### src/rtl/onehot_pkg.sv
// Shared one-hot helpers for the one-hot mux/demux family.
// Helpers work on a fixed MAX_N-wide vector; callers zero-extend in and size-cast out.
package onehot_pkg;

    localparam int unsigned MAX_N = 64;

    typedef logic [MAX_N-1:0] vec_t;

    // Isolates the lowest set bit (priority select); zero in gives zero out.
    function automatic vec_t lowest_set(input vec_t v);
        return v & (~v + MAX_N'(1));
    endfunction

    // True when zero or exactly one bit is set.
    function automatic logic onehot_ok(input vec_t v);
        return (v & (v - MAX_N'(1))) == '0;
    endfunction

endpackage

### src/rtl/onehot_demux_slot.sv
// One storage entry (data, destination, valid) of the demux pipeline.
// Used for both the main and the skid register.
module onehot_demux_slot #(
    parameter int unsigned DW = 8,
    parameter int unsigned N  = 4
) (
    input  logic          clk,
    input  logic          rst,
    input  logic          load,
    input  logic          clear,
    input  logic [DW-1:0] wdata,
    input  logic [N-1:0]  wdest,
    output logic [DW-1:0] data,
    output logic [N-1:0]  dest,
    output logic          valid
);

    // Load wins over clear so a drain and refill in the same cycle keeps the entry full.
    always_ff @(posedge clk) begin
        if (rst) begin
            valid <= 1'b0;
            data  <= '0;
            dest  <= '0;
        end else if (load) begin
            valid <= 1'b1;
            data  <= wdata;
            dest  <= wdest;
        end else if (clear) begin
            valid <= 1'b0;
        end
    end

endmodule

### src/rtl/onehot_demux_reg.sv
// Registered one-hot stream demultiplexer with a skid slot; i_ready is a flop.
// Optional macro ONEHOT_DEMUX_SEL_CHECK_EN: drop multi-hot selects and raise sticky err.
module onehot_demux_reg
    import onehot_pkg::*;
#(
    parameter int unsigned DW = 8,
    parameter int unsigned N  = 4
) (
    input  logic            clk,
    input  logic            rst,
    input  logic [N-1:0]    sel,
    input  logic [DW-1:0]   i,
    input  logic            i_valid,
    output logic            i_ready,
    output logic [N*DW-1:0] o,
    output logic [N-1:0]    o_valid,
    input  logic [N-1:0]    o_ready,
    output logic            err
);

    logic [DW-1:0] main_data, skid_data, main_wdata;
    logic [N-1:0]  main_dest, skid_dest, main_wdest, sel_dest;
    logic          main_valid, skid_valid;
    logic          accept, legal, store, main_drain;
    logic          main_load, skid_load;

    assign accept     = i_valid & i_ready;
    assign main_drain = main_valid & (|(main_dest & o_ready));

`ifdef ONEHOT_DEMUX_SEL_CHECK_EN
    assign sel_dest = sel;
    assign legal    = (sel != '0) && onehot_ok(MAX_N'(sel));

    always_ff @(posedge clk) begin
        if (rst)
            err <= 1'b0;
        else if (accept && (sel != '0) && !onehot_ok(MAX_N'(sel)))
            err <= 1'b1;
    end

    always_ff @(posedge clk) begin
        if (!rst)
            assert (onehot_ok(MAX_N'(o_valid)));
    end
`else
    assign sel_dest = N'(lowest_set(MAX_N'(sel)));
    assign legal    = sel != '0;
    assign err      = 1'b0;
`endif

    assign store = accept & legal;

    // Skid is only ever occupied while main is, so an empty main implies an empty skid.
    always_comb begin
        main_wdata = skid_valid ? skid_data : i;
        main_wdest = skid_valid ? skid_dest : sel_dest;
        main_load  = (main_drain & skid_valid) | (store & (~main_valid | main_drain));
        skid_load  = store & main_valid & ~main_drain;
    end

    onehot_demux_slot #(.DW(DW), .N(N)) u_main (
        .clk   (clk),
        .rst   (rst),
        .load  (main_load),
        .clear (main_drain),
        .wdata (main_wdata),
        .wdest (main_wdest),
        .data  (main_data),
        .dest  (main_dest),
        .valid (main_valid)
    );

    onehot_demux_slot #(.DW(DW), .N(N)) u_skid (
        .clk   (clk),
        .rst   (rst),
        .load  (skid_load),
        .clear (main_drain),
        .wdata (i),
        .wdest (sel_dest),
        .data  (skid_data),
        .dest  (skid_dest),
        .valid (skid_valid)
    );

    // Tracks "skid empty" one cycle ahead so the flop equals ~skid_valid.
    always_ff @(posedge clk) begin
        if (rst)
            i_ready <= 1'b1;
        else if (skid_load)
            i_ready <= 1'b0;
        else if (main_drain)
            i_ready <= 1'b1;
    end

    always_comb begin
        o_valid = main_valid ? main_dest : '0;
        o       = '0;
        for (int unsigned j = 0; j < N; j++)
            if (o_valid[j])
                o[j*DW +: DW] = main_data;
    end

endmodule

### config.mk
export PLATFORM = sky130hd
export DESIGN_NAME = onehot_demux_reg
export DESIGN_NICKNAME = d
export VERILOG_FILES = /design/src/rtl/onehot_pkg.sv /design/src/rtl/onehot_demux_slot.sv /design/src/rtl/onehot_demux_reg.sv
export SDC_FILE = /design/constraint.sdc
export NUM_CORES = 1
export LEC_CHECK = 0
export ABC_AREA = 1
export CORE_ASPECT_RATIO = 1.25
export CORE_UTILIZATION = 44
export CTS_CLUSTER_SIZE = 25
export DETAILED_ROUTE_END_ITERATION = 8
export GPL_ROUTABILITY_DRIVEN = 0
export PLACE_DENSITY = 0.87
export SLEW_MARGIN = 20
export SYNTH_ARGS = -nofsm -noshare
export SYNTH_HDL_FRONTEND = slang
export SYNTH_SLANG_ARGS = --single-unit
### constraint.sdc
create_clock -name clk -period 1.5 [get_ports clk]
set_input_delay 0.225 -clock clk [delete_from_list [all_inputs] [get_ports clk]]
set_output_delay 0.225 -clock clk [all_outputs]
set_load 0.02 [all_outputs]
==> results of run 1 <==
[metal layers]
metal  up-vias  part of all wire, %  wire length, um  GRT usage (%)
met3         5                  6.8              247           2.67
met5         -                    0                0              0
met2        55                   49             1800           41.3
met1       735                   43             1550           23.7
li1        908                    -                -              -
met4         0                  1.3               48           9.06
[logic make-up after synthesis]
group,Yosys count,share of synthesized area (%)
other,1,0.242
DFF,27,34.9
AOI/OAI and AO/OA,25,8.07
buffers and inverters,43,12.8
and+or+nand+nor,159,44.0
[synth_stat cells (all sizes together)]
| library cell | n | area, sq um |
|---|---|---|
| nor2 | 82 | 330 |
| nand2 | 51 | 204 |
| dfxtp | 27 | 541 |
| inv | 27 | 101 |
| a21oi | 22 | 110 |
| nand3 | 13 | 65.1 |
| buf | 12 | 82.6 |
| nand4 | 12 | 75.1 |
| clkbuf | 3 | 11.3 |
| o21ai | 3 | 15.0 |
| clkinv | 1 | 3.75 |
| conb | 1 | 3.75 |
| nand3b | 1 | 7.51 |
[power groups by stage]
stage               combinational [mW]  sequential, mW  clock (mW)
floorplan                        0.422           0.850           0
global placement                 0.633           0.859           0
detailed placement               0.644           0.861           0
CTS                              0.635           0.851       0.422
global route                     0.723           0.866       0.434
finish                           0.630           0.854       0.407
[final timing paths]
kind | end | slack, ns | cells after the start
worst max-delay path | i_ready | 0.04 | 1
worst min register to register | u_main.data[3] | 0.49 | 2
worst max register to register | u_skid.dest[0] | 0.20 | 8
worst min-delay path | u_main.data[3] | 0.49 | 2
[flip-flops by register name, indices dropped and copies added (netlist names)]
name          cells
u_main.valid      1
i_ready           1
u_skid.dest       4
u_skid.valid      1
u_main.dest       4
u_skid.data       8
u_main.data       8
[final cells by class]
class                           count  share of cell area, %
Multi-Input combinational cell    185                   38.8
Timing Repair Buffer               71                   26.3
Sequential cell                    27                   25.6
Inverter                           28                   4.94
Tap cell                           37                   2.18
Clock buffer                        3                   1.94
Clock inverter                      1                  0.235
[through the flow]
stage	setup TNS, ns	hold WS (ns)
after floorplan	0	0.294
after global placement	-2.17	0.461
after detailed placement	-3.15	0.467
after CTS	0	0.490
after global routing	0	0.510
final	0	0.486
[repair_timing]
item,CTS,global route
pin swaps,0,0
setup endpoints to repair,36,36
hold buffers,0,0
resized for setup,53,58
[worst min-delay path: stages (launching register included)]
cell and delay [ns]:
dfxtp_1 0.33, a21oi_1 0.04, nor2_1 0.08
==> impl_metrics.toml, run 1 <==
[power]
p_switching_mw = 0.636
comb_power_share_pct = 33.3
pwr-share-seq_pct = 45.2
p_leak_nw = 1.07
vdd.ir_drop.worst_uv = 549
switching_share_pct = 33.6
power_mw = 1.89
internal_power_mw = 1.26
clockPowerShare_pct = 21.5
power_density_nw_per_um2 = 889

[global_routing]
first_global_vias = 1527
grt_overflow = 0
grt_max_degree = 24
antenna_found_initial = 0
grt_pass1_wl_mm = 6.09
grt_util_all_layers_pct = 21.9

[layout]
final_common_cell = "nor2_1"
final_cell_mix = "nor2_1 (79), nand2_1 (44), clkbuf_2 (31)"
nFillCells = 325
drive_gt1_share_pct = 20.3
finalNetCount = 335
multi_input_area_sq_um = 826
antenna_cells = 0
utilization_pct = 64.8
finalInstanceArea_sq_um = 2130
final_cells = 352
syn2layout_area_growth_pct = 37.2
regArea_sq_um = 544

[synth]
synth_cell_types = 18
synth_seq_cells = 27
syn-num-nets = 274
syn_inst = 255
netlist_area_sq_um = 1550
syn_area_per_cell_sq_um = 6.08
yosysWarnings = 0
synth.yosys.seq_area_share_pct = 34.9

[setup_path]
cp.buffers_inverters = 1
max_stage_delay_ns = 0.60
worstSetupPathType = "flip-flop to output pin"
cp-start-kind = "flip-flop"
crit_path_start = "i_ready"
path_max_fanout = 3
crit_required_ns = 1.27
arrival_ns = 1.23
critPathSlowestCell = "clkdlybuf4s50_1"
cp_top_family = "buffers and inverters"
path_cells = "clkdlybuf4s50_1"
rr_startpoint = "u_main.dest[1]"
cp-end-kind = "output pin"

[route]
vias = 1703
wl_per_cell_um = 10.4
drtPass1Iterations = 4
wl_mm = 3.65
ant_nets = 0
viasPerCell = 4.84
drc = 0
drtIter0Drc = 34

[sta]
post-route-min-period_ns = 1.46
maxSlewViolCount = 0
hold_viol = 0
clock_skew_ns = 0.00218
fin_ws_ns = 0.0436
fmax_mhz = 687
rsz0062_at_grt = "no"
timing.final.crit_share_pct = 97.1
setup_viol = 0

[clock_network]
clk_latency_ns = 0.27
clockRootBuffer = "clkbuf_8"
numCtsBuffers = 3
cts_num_sinks = 27
ctsLongestPathBuffers = 2
post_cts_buffers = 0
cts_htree_levels = 1
cts_tree = "built"
path_clk_slew_ns = 0.09

[floorplanning]
die_area_sq_um = 3770
core-area_sq_um = 3280
io_pins = 57
initial_core_util_pct = 47.3
rows = 23
die_h_um = 68.4
die_x_um = 55.1

[worst_hold_path]
worstHoldStart = "u_main.data[3]"
hold_class = "flip-flop to flip-flop"

[placed_design]
io_buffers = 55
dpl.hpwl_mm = 2.67
postPlaceCellArea_sq_um = 2220
place_ws_ns = -0.120
placedCellCount = 348

[job]
cap_violations = 0

[outcome]
status = "complete, no violations"
Note: power is estimated with default switching activity, not from simulation.
==> run 2: changes to the inputs <==
- CAP_MARGIN: default -> 20
==> results of run 2 <==
Same layout as run 1: the final DEF is identical, and so are final timing and power.
